File: config.mk
export PLATFORM = sky130hd
export DESIGN_NAME = othello_turn_ctrl
export DESIGN_NICKNAME = d
export VERILOG_FILES = /design/src/rtl/othello_turn_ctrl.sv
export SDC_FILE = /design/constraint.sdc
export NUM_CORES = 1
export LEC_CHECK = 0
export CELL_PAD_IN_SITES_DETAIL_PLACEMENT = 1
export CELL_PAD_IN_SITES_GLOBAL_PLACEMENT = 2
export CORE_MARGIN = 4
export CORE_UTILIZATION = 27
export DETAILED_ROUTE_END_ITERATION = 10
export PLACE_DENSITY = 0.8
export REMOVE_ABC_BUFFERS = 1
export SKIP_LAST_GASP = 1
export SLEW_MARGIN = 30
export SYNTH_ARGS = -nofsm -noshare
export SYNTH_HDL_FRONTEND = slang
export SYNTH_SLANG_ARGS = --single-unit
File: constraint.sdc
create_clock -name clock -period 5 [get_ports clock]
set_input_delay 0.5 -clock clock [delete_from_list [all_inputs] [get_ports clock]]
set_output_delay 0.5 -clock clock [all_outputs]
set_load 0.005 [all_outputs]
File: src/rtl/othello_turn_ctrl.sv
// Othello turn controller: owns the cursor and side to move, and turns debounced
// key pulses into a detect-then-write handshake with the board storage/flip block.
// Tracks accepted placements and consecutive passes and declares game over.
module othello_turn_ctrl #(
   parameter logic [1:0] START_SIDE = 2'd2,
   parameter int         MAX_PLACE  = 60
) (
   input  logic       clock,
   input  logic       resetn,
   input  logic       key_up,
   input  logic       key_down,
   input  logic       key_left,
   input  logic       key_right,
   input  logic       key_place,
   input  logic       key_pass,
   input  logic [1:0] q,
   input  logic [7:0] dir,
   output logic [2:0] x,
   output logic [2:0] y,
   output logic [1:0] side,
   output logic       detecten,
   output logic       writeen,
   output logic       busy,
   output logic       illegal,
   output logic       game_over,
   output logic [5:0] placed
);

   typedef enum logic [3:0] {
      IDLE, CHECK, DET0, DET1, EVAL, WR0, WR1, DONE, REJECT, GAMEOVER
   } state_t;

   state_t     state;
   state_t     state_next;
   logic [1:0] pass_cnt;
   logic       last_place;

   // The placement that completes in DONE is the one that ends the game.
   assign last_place = (placed == 6'(MAX_PLACE - 1));

   // State register.
   always_ff @(posedge clock) begin
      // NOTE: sequential state uses non-blocking assignments so every flop
      // samples pre-edge values regardless of process ordering.
      if (resetn) state <= IDLE;
      else        state <= state_next;
   end

   // Next-state logic: key priority place > pass > cursor; keys outside IDLE are dropped.
   always_comb begin
      // NOTE: the default assignment first keeps this block free of inferred latches.
      state_next = state;
      unique case (state)
         IDLE: begin
            if (key_place)                          state_next = CHECK;
            else if (key_pass && pass_cnt == 2'd1)  state_next = GAMEOVER;
         end
         CHECK:    state_next = (q != 2'b00) ? REJECT : DET0;
         DET0:     state_next = DET1;
         DET1:     state_next = EVAL;
         EVAL:     state_next = (dir == 8'h00) ? REJECT : WR0;
         WR0:      state_next = WR1;
         WR1:      state_next = DONE;
         DONE:     state_next = last_place ? GAMEOVER : IDLE;
         REJECT:   state_next = IDLE;
         GAMEOVER: state_next = GAMEOVER;
         default:  state_next = IDLE;
      endcase
   end

   // Moore output decode: strobes depend on the state register only.
   always_comb begin
      detecten  = 1'b0;
      writeen   = 1'b0;
      illegal   = 1'b0;
      game_over = 1'b0;
      busy      = 1'b1;
      unique case (state)
         IDLE:       busy      = 1'b0;
         DET0, DET1: detecten  = 1'b1;
         WR0, WR1:   writeen   = 1'b1;
         REJECT:     illegal   = 1'b1;
         GAMEOVER: begin
            busy      = 1'b0;
            game_over = 1'b1;
         end
         default: ;
      endcase
   end

   // Cursor, side, placement and pass bookkeeping.
   always_ff @(posedge clock) begin
      if (resetn) begin
         x        <= 3'd3;
         y        <= 3'd3;
         side     <= START_SIDE;
         placed   <= 6'd0;
         pass_cnt <= 2'd0;
      end else begin
         unique case (state)
            IDLE: begin
               if (key_place) begin
                  // cursor freezes for the whole placement sequence
               end else if (key_pass) begin
                  side     <= {1'b1, ~side[0]};
                  pass_cnt <= pass_cnt + 2'd1;
               end else if (key_up) begin
                  y <= y - 3'd1;
               end else if (key_down) begin
                  y <= y + 3'd1;
               end else if (key_left) begin
                  x <= x - 3'd1;
               end else if (key_right) begin
                  x <= x + 3'd1;
               end
            end
            DONE: begin
               side     <= {1'b1, ~side[0]};
               placed   <= placed + 6'd1;
               pass_cnt <= 2'd0;
            end
            default: ;
         endcase
      end
   end

endmodule

## Yosys cells after proc, flatten, opt, wreduce, memory -nomap -nowiden

Cells that the tools add are included.

| storage, ports and cells | value |
|---|---|
| register bits | 20 |
| input bits | 18 |
| output and inout port bits | 19 |
| word-level logic and storage cells | 65 |

| cells by class | value |
|---|---|
| add/sub/neg operators | 6 |
| eq/ne operators | 14 |
| multiplexer cells | 21 |
| bitwise logic cells | 5 |
| reductions and logical operators | 13 |

Operators by type and width:

| operator | number |
|---|---|
| 4-bit case mux with 9 select lines | 1 |
| 4-bit 2-to-1 mux | 5 |
| 4-bit by 3-bit equality test with 1-bit output, second input constant | 4 |
| 3-bit 2-to-1 mux | 4 |
| 4-bit by 2-bit equality test with 1-bit output, second input constant | 2 |
| 4-bit equality test, second input constant | 2 |
| 8-bit logical NOT | 1 |
| 2-bit 2-to-1 mux | 4 |
| 2-bit case mux with 2 select lines | 2 |
| 2-bit nonzero test | 4 |
| 3-bit by 1-bit adder with 3-bit output, second input constant | 2 |
| 6-bit by 1-bit adder with 6-bit output, second input constant | 1 |
| 6-bit equality test, second input constant | 1 |
| 6-bit AND reduction | 1 |
| 2-bit OR reduction | 3 |
| 3-bit by 1-bit subtractor with 3-bit output, second input constant | 2 |
| 1-bit 2-to-1 mux | 5 |
| 1-bit inverter | 5 |
| 4-bit by 1-bit equality test with 1-bit output, second input constant | 1 |
| 4-bit logical NOT | 1 |
| 2-bit != test, second input constant | 2 |
| 4-bit AND reduction | 1 |
| 3-bit != test, second input constant | 1 |
| 3-bit AND reduction | 1 |
| other kinds (3) | 3 |

## Logic depth before layout (Yosys ltp)

Gate-level depths: netlist (run 1).

| depth | value |
|---|---|
| depth in word-level cells | 5 |
| depth in mapped cells | 6 |
| depth with buffers taken out | 5 |

## Worst setup path after synthesis (run 1)

OpenSTA, ideal clock, no wires.

| path | value |
|---|---|
| kind | register -> register |
| start point | reg state[2] |
| end point | reg x[0] |
| library setup time | 0.132 ns |
| arrival | 1.742 ns |
| data required time | 4.868 ns |
| slack | 3.126 ns |
| cell stages (with the launch flop) | 6 |
| path buffers | 1 |
| clock period less this slack | 1.874 ns |
| cells stage by stage | dfxtp_1 -> buf_6 -> or2_4 -> or4b_4 -> o21ai_0 -> or3b_2 |

| on the way | value |
|---|---|
| cells in the longest elaborated chain, start to end | 2 |

Ends and longest elaborated chain:

| element | line | text |
|---|---|---|
| from (decl) | 33 | `state_t state;` |
| from (signal assigned) | 46 | `else state <= state_next;` |
| 4-bit logical NOT | 100 | `unique case (state)` |
| 6-bit AND reduction (no line) | - |  |
| to (signal assigned) | 112 | `x <= x - 3'd1;` |
| to (signal assigned) | 114 | `x <= x + 3'd1;` |
| to (decl) | 18 | `output logic [2:0] x,` |

Every way passes these cells.
A chain may end at the register's enable or synchronous reset.

## Worst setup path in the final report (run 1)

| path | value |
|---|---|
| start point | reg state[0] |
| end point | out game_over |

| on the way | value |
|---|---|
| cells in the longest elaborated chain, start to end | 2 |

Ends and longest elaborated chain:

| element | line | text |
|---|---|---|
| 4-bit equality test | 78 | `unique case (state)` |
| 1-bit 2-to-1 mux | 78 |  |
| to (decl) | 25 | `output logic game_over,` |

Every way passes these cells.

==> results of run 1 <==
[stage by stage]
step	cell area, sq um	cells	utilization (%)	total power, mW
global placement	1480	213	37.0	0.350
CTS	1530	217	38.2	0.470
finish	1530	217	38.2	0.458
floorplan	1070	128	-	0.278
global route	1530	217	38.2	0.498
detailed placement	1480	213	37.0	0.356
[report_power, final]
group	leakage [nW]	internal, mW	switching [mW]
sequential	0.154	0.167	0.0289
combinational	0.408	0.0859	0.0692
clock	0.0255	0.0553	0.0514
[how the worst min path moves through the flow]
stage | end | slack, ps | cells after the start
after global routing | x[2] | 530 | 2
after floorplan | pass_cnt[1] | 450 | 2
after global placement | x[2] | 460 | 2
after detailed placement | x[2] | 480 | 2
final | x[2] | 480 | 2
after CTS | x[2] | 490 | 2
[final cells by class]
| type | count | share of cell area (%) |
|---|---|---|
| clock buffer | 3 | 2.70 |
| inverter | 8 | 1.97 |
| clock inverter | 1 | 0.328 |
| sequential | 19 | 24.9 |
| timing repair buffer | 35 | 22.9 |
| tap | 50 | 4.09 |
| multi-input combinational | 101 | 43.1 |
[worst register-to-register path, stage by stage, from the launching register on]
cell	delay [ps]
dfxtp_1	450
nor2_1	350
or4b_4	540
or4_1	510
a21oi_1	140
[layer usage]
layer	vias up	global-route usage [%]	part of all wire, %
li1	532	-	-
met3	2	2.91	5.8
met5	-	0	0
met4	0	1.88	0.31
met2	30	20.5	47
met1	501	15.4	47
[state kept, by name (all words and copies together) (netlist names)]
| name | flops |
|---|---|
| placed | 6 |
| pass_cnt | 2 |
| state | 4 |
| side | 1 |
| x | 3 |
| y | 3 |
[cells by family after synthesis]
family / count (synthesis) / share of synthesized area, %
buffers and inverters: 16 / 6.43
AO/OA/AOI/OAI: 22 / 12.0
adder cells (fa/ha/maj): 4 / 5.86
other: 1 / 0.338
flip-flops: 19 / 34.3
AND/OR/NAND/NOR: 62 / 31.2
XOR/XNOR: 9 / 7.10
multiplexers: 3 / 2.82
[cells in the final DEF, fill, tap and decap left out, types with 2 or more instances in the layout]
master / Yosys / routed
o31ai_1: 2 / 2
nor2b_1: 4 / 4
and2_1: 2 / 2
and3_1: 2 / 2
nand4_1: 3 / 3
nand3_1: 2 / 2
nand2_1: 7 / 7
o21ai_0: 9 / 9
xnor2_1: 2 / 2
nor2_1: 19 / 19
clkdlybuf4s50_1: 0 / 35
inv_1: 8 / 8
fa_1: 2 / 2
ha_1: 2 / 2
nor3_1: 3 / 3
nand3b_1: 2 / 2
nand4b_1: 2 / 2
or3_1: 3 / 3
clkbuf_8: 0 / 3
a31oi_1: 3 / 3
dfxtp_1: 19 / 19
xor2_1: 7 / 7
mux2i_1: 2 / 2
nor4_1: 3 / 3
nand2b_1: 3 / 3
a21oi_1: 4 / 4
==> metrics list, run 1 <==
* Setup slack at placement: 2630 ps
- Startpoint of the worst-slack reg-to-reg timing path: state[1]
- Clock tree from TritonCTS: built
- Detailed placement ended at an HPWL of 2190 um.
- Startpoint kind of the worst setup timing path: register
- CP startpoint: state[0]
- Of all cell types, the one taking the most synthesized area is dfxtp_1.
* CP Cell Sequence: nor2b_1 -> and3_1 -> clkdlybuf4s50_1
- Along the worst path, the maximum fanout reaches 13.
- Once the floorplan was initialized, standard cells occupied 27.7% of the core.
- After synthesis, the largest area contributor takes up 34.3% of total cell area.
- F_max: 422 MHz
- In the final layout, the share of cells above drive strength 1 is 5.39%.
- The floorplan has 23 rows.
- Die Wd: 72.1 um
- The number of global-route vias before repair was 1,117.
- Synthesized area: 1110 sq um
- Antenna Cells: 0
- Final critical-path share of the clock period: 47.4%
- The routed design has 2900 um of wire.
- Data arrival time of the critical path: 1870 ps
* Final number of setup-violating endpoints: 0
* Setup slack, reg-to-reg: 2930 ps
- Crit path buf inv count: 1
* Drt via density: 4.91
- Area taken by flip-flops and latches: 380 sq um
- Among all stages on the critical path, the largest delay is contributed by dfxtp_1.
- Clk pin slew, worst setup/hold paths: 70 ps
- Antenna violations before repair: 0
- The analysis attributes to cell leakage a power of 0.588 nW.
* Final Hold Viols: 0
- Hold timing on the final database bottoms out at a slack of 483 ps.
* Largest net degree at the start of global routing: 23
- Largest cells by area after synthesis: dfxtp_1, nor2_1, xor2_1
- The run finished with clean final reports.
- Counting distinct cell types in the post-synthesis netlist gives 41.
- Number of buffers inserted by hold repair at cts: 0
* Number of instances in the synthesized netlist: 136
- Grt total ovfl: 0
* GRT Resource Usage Total: 12.0%
* Path length in cells of the critical path: 3
- Max-Cap Viols: 0
* First-pass GRT wire length: 5040 um
* Proportion of synthesized flip-flops having asynchronous set or reset: 0%
* Die Y: 72.1 um
* Worst path required time: 4500 ps
* Area of the die: 5200 sq um
- Post-CTS repair changed the size of 0 cells.
- Via Count: 1,065
* Delay of the slowest critical-path stage: 570 ps
- Count of flip-flops with a built-in enable after synthesis: 0
- Areal power density over the cells: 300 nW/um^2
* Iteration count of the initial detailed-routing pass: 2
- Yosys printed 0 warnings.
- In the routed design, unresolved DRC markers number 0.
* Part of the Yosys area used for sequential elements: 34.3%
* Final Max Tran Viols: 0
* Post-synthesis to final-layout area growth: 37.7%
* Fin crit period: 2370 ps
* Depth of the worst register-to-register path: 4
- Clock insertion delay at the later pin of the skew report: 250 ps
- STA classifies the critical path endpoint as an output pin.
* Average cell area after synthesis: 8.16 sq um
* Gate family responsible for the most delay along the worst path: flip-flops
- CTS HTree Levels: 1
- Headroom to the max-slew limit came out at 45.8%.
- Startpoint-to-endpoint class of the critical path: reg2out
* Dominant synthesized flop cell: dfxtp_1
- Counting flops and latches in the post-synthesis netlist gives 19.
- For the pin with the worst max-slew slack, the measured transition is 810 ps.
- Counting every sink on the clock net gives 19.
- After clock tree synthesis, the setup repair step added 0 buffers.
- Deepest clock path buffer count: 2
- IO Pins: 37
- Following the worst setup path forward leads to its endpoint at game_over.
- Count of routing violations after the opening detailed-route iteration: 23
* Routed wirelength normalized by instance count: 13.4 um
* Core ar.: 4000 sq um
* Total Neg Setup Slack: 0 ps
* Worst reg2reg endpoint: x[2]
- Number of fillers in the final layout: 476
* Weighted congestion reported at the end of routability-driven placement: 0.776
- Multi-input gate area in the final layout: 658 sq um
- RSZ-0062 raised after global routing: false
* Net count reported at finish: 190
* Final critical-path setup slack: 2630 ps
- Class of the most critical hold timing path: reg2reg
* Antenna Violating Nets Remaining: 0
- Top cell types by occurrence after synthesis: dfxtp_1, nor2_1, o21ai_0
* Hold path startpoint: x[2]
- VDD sags by at most 0.0866 mV.
- Clock tree synthesis selected as its root buffer the cell clkbuf_8.
* Post-route clock skew: 1.53 ps
- Total of buffers placed on input and output ports: 35
- Inserted Clock Buffers: 3
Note: power is estimated with default switching activity, not from simulation.
==> run 2: changes to the inputs <==
- CORE_UTILIZATION: 27 -> 22
- PLACE_DENSITY: 0.8 -> 0.7
- clock period: 5 -> 2 ns (I/O delays scaled with it)
==> metrics list, run 2 (synthesis results as in run 1) <==
* Crit path buf inv count: 2
* Post-route DRC: 0
* Fin crit period: 1880 ps
- In this run, CTS created clock tree buffers numbering 3.
* Crit-path max FO: 12
- Setup violations remaining at the end of the flow were counted as 0.
* Root Buffer Master: clkbuf_8
- The final critical path takes up 94.0% of the cycle.
* Top register by number of flip-flops: placed
- Peak ir drop on the vdd network: 0.248 mV
- Delay of the slowest critical-path stage: 520 ps
- CTS sink cnt: 19
* Setup slack at placement: -68.4 ps
- The flow ran to the end, and the final reports show no timing, DRC or antenna violations.
- Max-Cap Viols: 0
* Clock insertion delay at the later pin of the skew report: 270 ps
- The register with the most flip-flops in the layout has 6 of them.
- Total wirelength of the detailed-routed design: 3380 um
- The clock network burns 23.2% of the power.
* Path length in cells of the critical path: 4
- Summed over all nets, the half-perimeter wirelength after detailed placement is 2690 um.
* Clock tree from TritonCTS: built
- In this run the deepest clock path goes through 2 buffers.
- Global routing used 11.4% of the available tracks across all layers.
- Count of routing violations after the opening detailed-route iteration: 25
- Iteration count of the initial detailed-routing pass: 5
- In this run the power spent charging and discharging nets is 0.408 mW.
* Core ar.: 4820 sq um
- Via Count: 1,122
- Commonest cells after routing, fill and taps aside: clkdlybuf4s50_1, nor2_1, dfxtp_1, buf_4, o21ai_0
- F_max: 532 MHz
* Worst setup path endpoint: game_over
* Startpoint-to-endpoint class of the critical path: reg2out
* Antenna Cells: 0
* Startpoint kind of the worst setup timing path: register
* Routed wirelength normalized by instance count: 13.8 um
* Number of buffers inserted by hold repair at cts: 0
- RSZ-0062 raised after global routing: false
- The first global-routing pass estimated 5660 um of wire.
- Drt via density: 4.60
- Internal power comes to 0.818 mW.
- The initialized floorplan defines 25 standard-cell rows.
- For the final database, setup skew stands at 1.74 ps.
- Largest registers: placed (6), state (4)
- Sequential cells account for 37.4% of the total power.
- The count of nets left with antenna violations once routing finished came out at 0.
* Switch share: 33.3%
- The final number of hold-violating endpoints is 0.
- Combinational group share of total power: 39.4%
- Input and output buffers added on the ports amount to 35.
* CTS HTree Levels: 1
- Worst-case headroom to the max-slew limit: 64.4%
- Setup slack, reg-to-reg: 160 ps
- The floorplan step defined a die boundary enclosing 6240 sq um.
- From bottom edge to top edge, the die measures 79.0 um.
* Areal power density over the cells: 751 nW/um^2
- Class of the most critical hold timing path: reg2reg
- Startpoint of the worst-slack reg-to-reg timing path: state[3]
* Die Wd: 79.0 um
- After clock tree synthesis, the clock-pin slew on the worst setup and hold paths is 80 ps.
* Setup Buffers After CTS: 0
* Post-route cell area: 1630 sq um
* Grt total ovfl: 0
* Worst-margin pin slew: 529 ps
- Largest net degree at the start of global routing: 16
* Total Neg Setup Slack: 0 ps
* Net count reported at finish: 200
- Summing internal, switching and leakage power gives 1.23 mW.
* Worst path required time: 1800 ps
- Once routing completed, OpenROAD measured the worst setup slack at 119 ps.
- For this configuration, the core starts out at a cell density of 23.0%.
* CP Cell Sequence: buf_4 -> nor2b_2 -> and3_1 -> clkdlybuf4s50_1
* Placed instance area: 1580 sq um
* Via count of the first global-routing pass: 1,224
- In this run the static leakage power is 0.639 nW.
* Share of final-layout standard cells stronger than drive strength 1: 12.4%
- Pin placement for this block handled 37 I/O pins.
- Most common library cell in the layout ignoring fill and taps: clkdlybuf4s50_1
* Final Max Tran Viols: 0
- Gate family responsible for the most delay along the worst path: buffers and inverters
- The endpoint identified for the worst register-to-register timing path is x[2].
- Depth of the worst register-to-register path: 4
- STA classifies the critical path endpoint as an output pin.
* PostCTS Resize Cnt: 2
* Slowest cell on the critical path: clkdlybuf4s50_1
- The most critical setup path has its startpoint at state[1].
* Post-synthesis to final-layout area growth: 47.1%
- The number of antenna violations at the first check in global routing came to 0.
- The congestion estimate from routability-driven global placement came to 0.776.
- At the worst endpoint, the arrival time is 1680 ps.
==> run 2: cell type report <==
cell class	count	area [sq um]
clock buffer	3	41.3
inverter	8	30.0
tap	67	83.8
timing repair buffer	45	425
sequential	19	382
multi-input combinational	101	666
fill	599	3180
clock inverter	1	5.00
==> run 2: how the worst min path moves through the flow <==
stage	startpoint	end	slack [ps]	cells after the start
after CTS	pass_cnt[1]	pass_cnt[1]	490	2
after floorplan	resetn	state[2]	270	1
after global placement	x[2]	x[2]	470	2
after detailed placement	pass_cnt[1]	pass_cnt[1]	480	2
final	pass_cnt[1]	pass_cnt[1]	490	2
after global routing	pass_cnt[1]	pass_cnt[1]	510	2
==> run 2: through the flow <==
stage / std cells / hold WS (ps) / util, %
final: 244 / 490 / 33.9
after global routing: 244 / 508 / 33.9
after CTS: 244 / 493 / 33.8
after detailed placement: 240 / 480 / 32.8
after global placement: 240 / 466 / 32.8
after floorplan: 128 / 269 / -
==> run 2: routing by layer <==
layer | vias to the layer above | track usage (%) | share of wire (%)
met3 | 5 | 2.27 | 4.2
met2 | 33 | 18.9 | 48
met1 | 537 | 14.5 | 46
li1 | 547 | - | -
met4 | 0 | 4.64 | 1.7
met5 | - | 0 | 0
==> run 2: worst register-to-register path: cells and delay by family, from the launching register on <==
family,cells,cell delay (ps)
flip-flops,1,310
AO/OA/AOI/OAI,1,150
AND/OR/NAND/NOR,3,1320
==> run 2: power groups by stage <==
stage          Clock, mW  Combinational [mW]  Sequential, mW
5_1_grt            0.314               0.540           0.466
3_3_place_gp           0               0.466           0.461
3_5_place_dp           0               0.485           0.465
4_1_cts            0.296               0.491           0.458
2_1_floorplan          0               0.216           0.478
6_report           0.285               0.483           0.458
==> run 3: changes to the inputs <==
- SLEW_MARGIN: 30 -> not set
==> results of run 3 <==
Same layout as run 2: the final DEF is identical, and so are final timing and power.
